## src/rtl/uart_pkg.sv

```systemverilog
// -----------------------------------------------------------------------------
// uart_pkg
// Shared definitions for the UART transmitter and receiver.
//   uart_state_e    : frame state encoding (IDLE=0, START=1, DATA=2,
//                     PARITY=3, STOP=4); PARITY is only reached when the
//                     transmitter is built with UART_TX_PARITY_EN.
//   BIT_CLK_DEFAULT : default number of clk cycles per serial bit.
//   even_parity()   : XOR of the 8 data bits (parity bit for even parity).
// -----------------------------------------------------------------------------
package uart_pkg;

   typedef enum logic [2:0] {
      ST_IDLE   = 3'd0,
      ST_START  = 3'd1,
      ST_DATA   = 3'd2,
      ST_PARITY = 3'd3,
      ST_STOP   = 3'd4
   } uart_state_e;

   localparam int BIT_CLK_DEFAULT = 87;

   function automatic logic even_parity(input logic [7:0] d);
      return ^d;
   endfunction

endpackage

```

## src/rtl/uart_bit_timer.sv

```systemverilog
// -----------------------------------------------------------------------------
// uart_bit_timer
// Bit-period counter. Counts 0..BIT_CLK-1 while enabled and wraps to 0 after
// the last count, so each bit period is exactly BIT_CLK cycles.
//   clk      : clock, rising edge
//   reset    : asynchronous, active-high; forces count to 0
//   clear    : synchronous clear, overrides enable
//   enable   : count this cycle
//   bit_done : high while enabled and count == BIT_CLK-1 (last cycle of a bit)
// -----------------------------------------------------------------------------
module uart_bit_timer #(
   parameter int BIT_CLK = 87
) (
   input  logic clk,
   input  logic reset,
   input  logic clear,
   input  logic enable,
   output logic bit_done
);

   localparam logic [7:0] LAST = 8'(BIT_CLK - 1);

   logic [7:0] count;

   assign bit_done = enable && (count == LAST);

   always_ff @(posedge clk or posedge reset) begin
      if (reset) begin
         count <= 8'd0;
      end else if (clear) begin
         count <= 8'd0;
      end else if (enable) begin
         // Wrapping here is what clears the count on every state change,
         // because the FSM only changes state on bit_done.
         if (bit_done) begin
            count <= 8'd0;
         end else begin
            count <= count + 8'd1;
         end
      end
   end

endmodule

```

## src/rtl/uart_tx.sv

```systemverilog
// -----------------------------------------------------------------------------
// uart_tx
// 8-bit UART transmitter with cts flow control: start bit, 8 data bits LSB
// first, optional even parity bit, one stop bit. Each bit lasts BIT_CLK clks.
//
// Build option: define UART_TX_PARITY_EN to insert an even-parity bit between
// the data bits and the stop bit (11-bit frame). Without it the frame is
// 10 bits and no parity logic exists.
//
// Ports
//   clk       : clock, rising edge
//   reset     : asynchronous, active-high reset; line goes high at once
//   txdata    : byte to send, captured only on the handshake
//   tx_valid  : txdata is valid
//   tx_ready  : transmitter accepts a byte this cycle
//   cts       : clear-to-send from the far end; only looked at in IDLE
//   txd       : serial line (registered), idle high
//   busy      : high while a frame is in flight (state != IDLE)
//   state_dbg : current FSM state (uart_state_e encoding)
//
// Handshake: a byte is transferred on a rising edge where tx_valid and
// tx_ready are both high. tx_ready = (state==IDLE) && cts and is forced low
// while reset is asserted; tx_valid may come and go freely and txdata is
// ignored on every other cycle. The frame's start bit appears on txd in the
// cycle right after the handshake cycle.
// -----------------------------------------------------------------------------
module uart_tx
   import uart_pkg::*;
#(
   parameter int BIT_CLK = BIT_CLK_DEFAULT
) (
   input  logic       clk,
   input  logic       reset,
   input  logic [7:0] txdata,
   input  logic       tx_valid,
   output logic       tx_ready,
   input  logic       cts,
   output logic       txd,
   output logic       busy,
   output logic [2:0] state_dbg
);

   uart_state_e state;
   logic [7:0]  data;
   logic [2:0]  index;
   logic        bit_done;
   logic        timer_clear;
   logic        timer_enable;

   // cts is only meaningful in IDLE; once a frame starts it runs to the end.
   assign tx_ready  = (state == ST_IDLE) && cts && !reset;
   assign state_dbg = state;

   // The timer idles at 0 in IDLE so START gets a full bit period.
   assign timer_clear  = (state == ST_IDLE);
   assign timer_enable = (state != ST_IDLE);

   uart_bit_timer #(
      .BIT_CLK (BIT_CLK)
   ) u_bit_timer (
      .clk      (clk),
      .reset    (reset),
      .clear    (timer_clear),
      .enable   (timer_enable),
      .bit_done (bit_done)
   );

   // txd and busy are set together with the state they belong to, so they
   // are registered and change on the same edge as the state.
   always_ff @(posedge clk or posedge reset) begin
      if (reset) begin
         state <= ST_IDLE;
         txd   <= 1'b1;
         busy  <= 1'b0;
         data  <= 8'd0;
         index <= 3'd0;
      end else begin
         case (state)
            ST_IDLE: begin
               if (tx_valid && tx_ready) begin
                  data  <= txdata;
                  index <= 3'd0;
                  state <= ST_START;
                  txd   <= 1'b0;
                  busy  <= 1'b1;
               end
            end

            ST_START: begin
               if (bit_done) begin
                  state <= ST_DATA;
                  txd   <= data[0];
               end
            end

            ST_DATA: begin
               if (bit_done) begin
                  if (index == 3'd7) begin
                     index <= 3'd0;
`ifdef UART_TX_PARITY_EN
                     state <= ST_PARITY;
                     txd   <= even_parity(data);
`else
                     state <= ST_STOP;
                     txd   <= 1'b1;
`endif
                  end else begin
                     index <= index + 3'd1;
                     txd   <= data[index + 3'd1];
                  end
               end
            end

`ifdef UART_TX_PARITY_EN
            ST_PARITY: begin
               if (bit_done) begin
                  state <= ST_STOP;
                  txd   <= 1'b1;
               end
            end
`endif

            ST_STOP: begin
               if (bit_done) begin
                  state <= ST_IDLE;
                  txd   <= 1'b1;
                  busy  <= 1'b0;
               end
            end

            default: begin
               state <= ST_IDLE;
               txd   <= 1'b1;
               busy  <= 1'b0;
            end
         endcase
      end
   end

endmodule

```

## config.mk

```make
export PLATFORM = sky130hd
export DESIGN_NAME = uart_tx
export DESIGN_NICKNAME = d
export VERILOG_FILES = /design/src/rtl/uart_pkg.sv /design/src/rtl/uart_bit_timer.sv /design/src/rtl/uart_tx.sv
export SDC_FILE = /design/constraint.sdc
export NUM_CORES = 1
export LEC_CHECK = 0
export ABC_CLOCK_PERIOD_IN_PS = 2500
export CORE_ASPECT_RATIO = 0.75
export CORE_MARGIN = 10
export CORE_UTILIZATION = 53
export CTS_CLUSTER_DIAMETER = 50
export DETAILED_ROUTE_END_ITERATION = 6
export PLACE_DENSITY_LB_ADDON = 0.15
export SYNTH_ARGS = -nofsm -noshare
export SYNTH_HDL_FRONTEND = slang
export SYNTH_SLANG_ARGS = --single-unit
```

## constraint.sdc

```tcl
create_clock -name clk -period 2.5 [get_ports clk]
set_clock_uncertainty 0.05 [all_clocks]
set_input_delay 0.625 -clock clk [delete_from_list [all_inputs] [get_ports clk]]
set_output_delay 0.625 -clock clk [all_outputs]
set_load 0.02 [all_outputs]
```

==> impl_metrics.env, run 1 <==
export IMPL_synth_warnings=0
export IMPL_finalWorstSetupSlack_ns=0.1412
export IMPL_route_antenna_remaining_nets=0
export IMPL_switchingPower_w=0.0001198
export IMPL_drv_cap=0
export IMPL_clockBufferDepth=2
export IMPL_start_util_pct=55.91
export IMPL_rsz0062_at_grt="false"
export IMPL_std_cell_rows=15
export IMPL_clk_pin_slew_ns=0.13
export IMPL_cp_required_ns=1.82
export IMPL_final_common_cell="dfrtp_1"
export IMPL_yosysSeqAreaShare_pct=46.25
export IMPL_avgViaCountPerCell=5.540
export IMPL_die_h_um=62.91
export IMPL_critPathArrivalTime_ns=1.68
export IMPL_grt_max_degree=16
export IMPL_finalWirelength_um=2606
export IMPL_synth_ff_type="dfrtp_1"
export IMPL_route_detailed_drc=0
export IMPL_finalSetupViolCount=0
export IMPL_wl_per_cell_um=14.81
export IMPL_slew_headroom_pct=73.73
export IMPL_tritoncts="yes"
export IMPL_place_gp_congestion=0.8416
export IMPL_die_area_mm2=0.004858
export IMPL_power_share_clock_pct=32.4
export IMPL_grt_pass1_wl_um=4326
export IMPL_post_place_cells=172
export IMPL_port_buffers=17
export IMPL_htree_levels=1
export IMPL_power_density_mw_per_mm2=389.0
export IMPL_synth_edf_count=0
export IMPL_drv_slew=0
export IMPL_area_growth_pct=21.35
export IMPL_fin_cells=176
export IMPL_fmax_ghz=0.4239
export IMPL_core_area_mm2=0.002327
export IMPL_p_int_w=0.0004945
export IMPL_drive_gt1_share_pct=20.42
export IMPL_worstPathMaxFanout=2
export IMPL_fp_dieW_um=77.22
export IMPL_cts_root_buf="clkbuf_4"
export IMPL_clock_latency_ns=0.31
export IMPL_p_comb_share_pct=4.4
export IMPL_ys_ff_latch=24
export IMPL_worst_pin_slew_ns=0.3937
export IMPL_fin_crit_sh_pct=94.35
export IMPL_synth_nets=134
export IMPL_post_cts_resized=1
export IMPL_grt_antenna_before_repair=0
export IMPL_avgSynthCellArea_um2=11.03
export IMPL_crit_type="reg -> out"
export IMPL_period_needed_ns=2.359
export IMPL_dp_slack_ns=-0.1600
export IMPL_final_cell_mix="dfrtp_1, clkdlybuf4s50_1, nor2_1"
export IMPL_ios=18
export IMPL_antenna_cells=0
export IMPL_synthCells=118
export IMPL_first_iter_violations=96
export IMPL_vias=975
export IMPL_final_nets=159
export IMPL_critPathCaptureType="primary output"
export IMPL_numCtsBuffers=3
export IMPL_dr_pass1_iters=4
export IMPL_n_fill_cell=201
export IMPL_overflow=0
export IMPL_syn_area_mm2=0.001301
export IMPL_place_hpwl_um=2025
export IMPL_outcome="complete, no violations"
export IMPL_switching_share_pct=19.50
export IMPL_synthArstFlopShare_pct=100.0
export IMPL_cts_sink_count=24
export IMPL_gr_usage_all_layers_pct=10.45
export IMPL_cp_start_kind="flop"
export IMPL_post_cts_repair_setup_buffers=0
export IMPL_hp_class="reg -> reg"
export IMPL_seq_power_share_pct=63.2
export IMPL_ir_drop_mv=0.4050
export IMPL_grt_pass1_vias=887
export IMPL_hold_viol_final=0
export IMPL_yosysUniqueCellTypes=39
export IMPL_p_leak_nw=0.6964
export IMPL_final_setup_tns_ns=0
export IMPL_cts_hold_buf=0
## worst max-delay path, stage by stage, from the launching register on
cell	delay, ns
dfrtp_1	0.39
or3_1	0.40
nor3b_1	0.22
dlygate4sd2_1	0.37
## stage by stage
step / hold slack [ns] / area, um^2 / util [%] / power (W)
2_1_floorplan: 0.4237 / 1301 / - / 0.0004019
3_3_place_gp: 0.4344 / 1544 / 66.34 / 0.0004230
3_5_place_dp: 0.4413 / 1544 / 66.34 / 0.0004239
4_1_cts: 0.4726 / 1579 / 67.85 / 0.0006206
5_1_grt: 0.4898 / 1579 / 67.85 / 0.0006388
6_report: 0.4652 / 1579 / 67.85 / 0.0006143
## power groups by stage
stage	clock [W]	sequential, W	combinational, W
4_1_cts	0.000204	0.000388	0.0000284
6_report	0.000199	0.000388	0.0000273
3_5_place_dp	0	0.000396	0.0000284
5_1_grt	0.000220	0.000388	0.0000306
3_3_place_gp	0	0.000396	0.0000274
2_1_floorplan	0	0.000396	0.00000632
## synthesized netlist by cell type (all sizes together), types with 2 or more instances
cell,instances,area (um^2)
a21oi,3,15.01
a22oi,3,22.52
a31oi,3,18.77
and2,2,12.51
buf,4,26.27
dfrtp,23,575.6
ha,4,50.05
inv,5,18.77
mux2,11,127.6
nand2,9,33.78
nand2b,2,12.51
nand3,6,42.54
nand4,2,12.51
nor2,14,52.55
nor3b,2,26.28
o21ai,2,10.01
xnor2,4,35.03
xor2,2,17.52
## logic make-up (layout without fill, tap and decap cells)
kind of cell,after synthesis,count (layout),synth area share (%)
flops,24,24,46.25
simple gates,43,43,18.65
xor+xnor,6,6,4.038
mux,12,12,11.54
compound gates,19,19,11.92
fa+ha+maj,4,4,3.846
buf+inv,10,34,3.749
## flip-flops by register name (all words and copies together) (netlist names)
signal             cells
txd                    1
u_bit_timer.count      8
data                   8
busy                   1
state_dbg              3
index                  3
## layout make-up
type | count | area (um^2) | share of cell area [%]
inverter | 5 | 18.77 | 1.189
timing repair buffer | 25 | 229.0 | 14.50
sequential | 24 | 601.8 | 38.11
clock buffer | 4 | 36.28 | 2.298
multi-input combinational | 84 | 650.6 | 41.20
tap | 34 | 42.54 | 2.694
## final timing paths
| path | cells after the start | endpoint | slack, ns | start |
|---|---|---|---|---|
| setup / recovery | 3 | tx_ready | 0.14 | state_dbg[2]$_DFFE_PP0P_ |
| hold / removal | 1 | data[6]$_DFFE_PP0P_ | 0.47 | data[6]$_DFFE_PP0P_ |
| setup reg to reg | 6 | txd$_DFFE_PP1P_ | 0.23 | index[0]$_DFFE_PP0P_ |
| hold reg to reg | 1 | data[6]$_DFFE_PP0P_ | 0.47 | data[6]$_DFFE_PP0P_ |
| max in group asynchronous | 4 | u_bit_timer.count[1]$_DFF_PP0_ | 1.18 | reset |
| min in group asynchronous | 3 | state_dbg[2]$_DFFE_PP0P_ | 0.68 | reset |
## metal layers
metal  share of wire (%)  vias up  track usage [%]
met5                   0        -                0
li1                    -      470                -
met3                 6.1        2            3.592
met2                  42       37            14.27
met4                0.65        0            1.364
met1                  52      466            15.50
Note: power is estimated with default switching activity, not from simulation.
==> inputs of run 2 (changes only) <==
--- a/config.mk
+++ b/config.mk
@@ -10,6 +10,7 @@
 export CORE_MARGIN = 10
 export CORE_UTILIZATION = 53
 export CTS_CLUSTER_DIAMETER = 50
+export CTS_CLUSTER_SIZE = 8
 export DETAILED_ROUTE_END_ITERATION = 6
 export PLACE_DENSITY_LB_ADDON = 0.15
 export SYNTH_ARGS = -nofsm -noshare
==> results of run 2 <==
The final DEF is identical to that of run 1; final timing and power are the same.
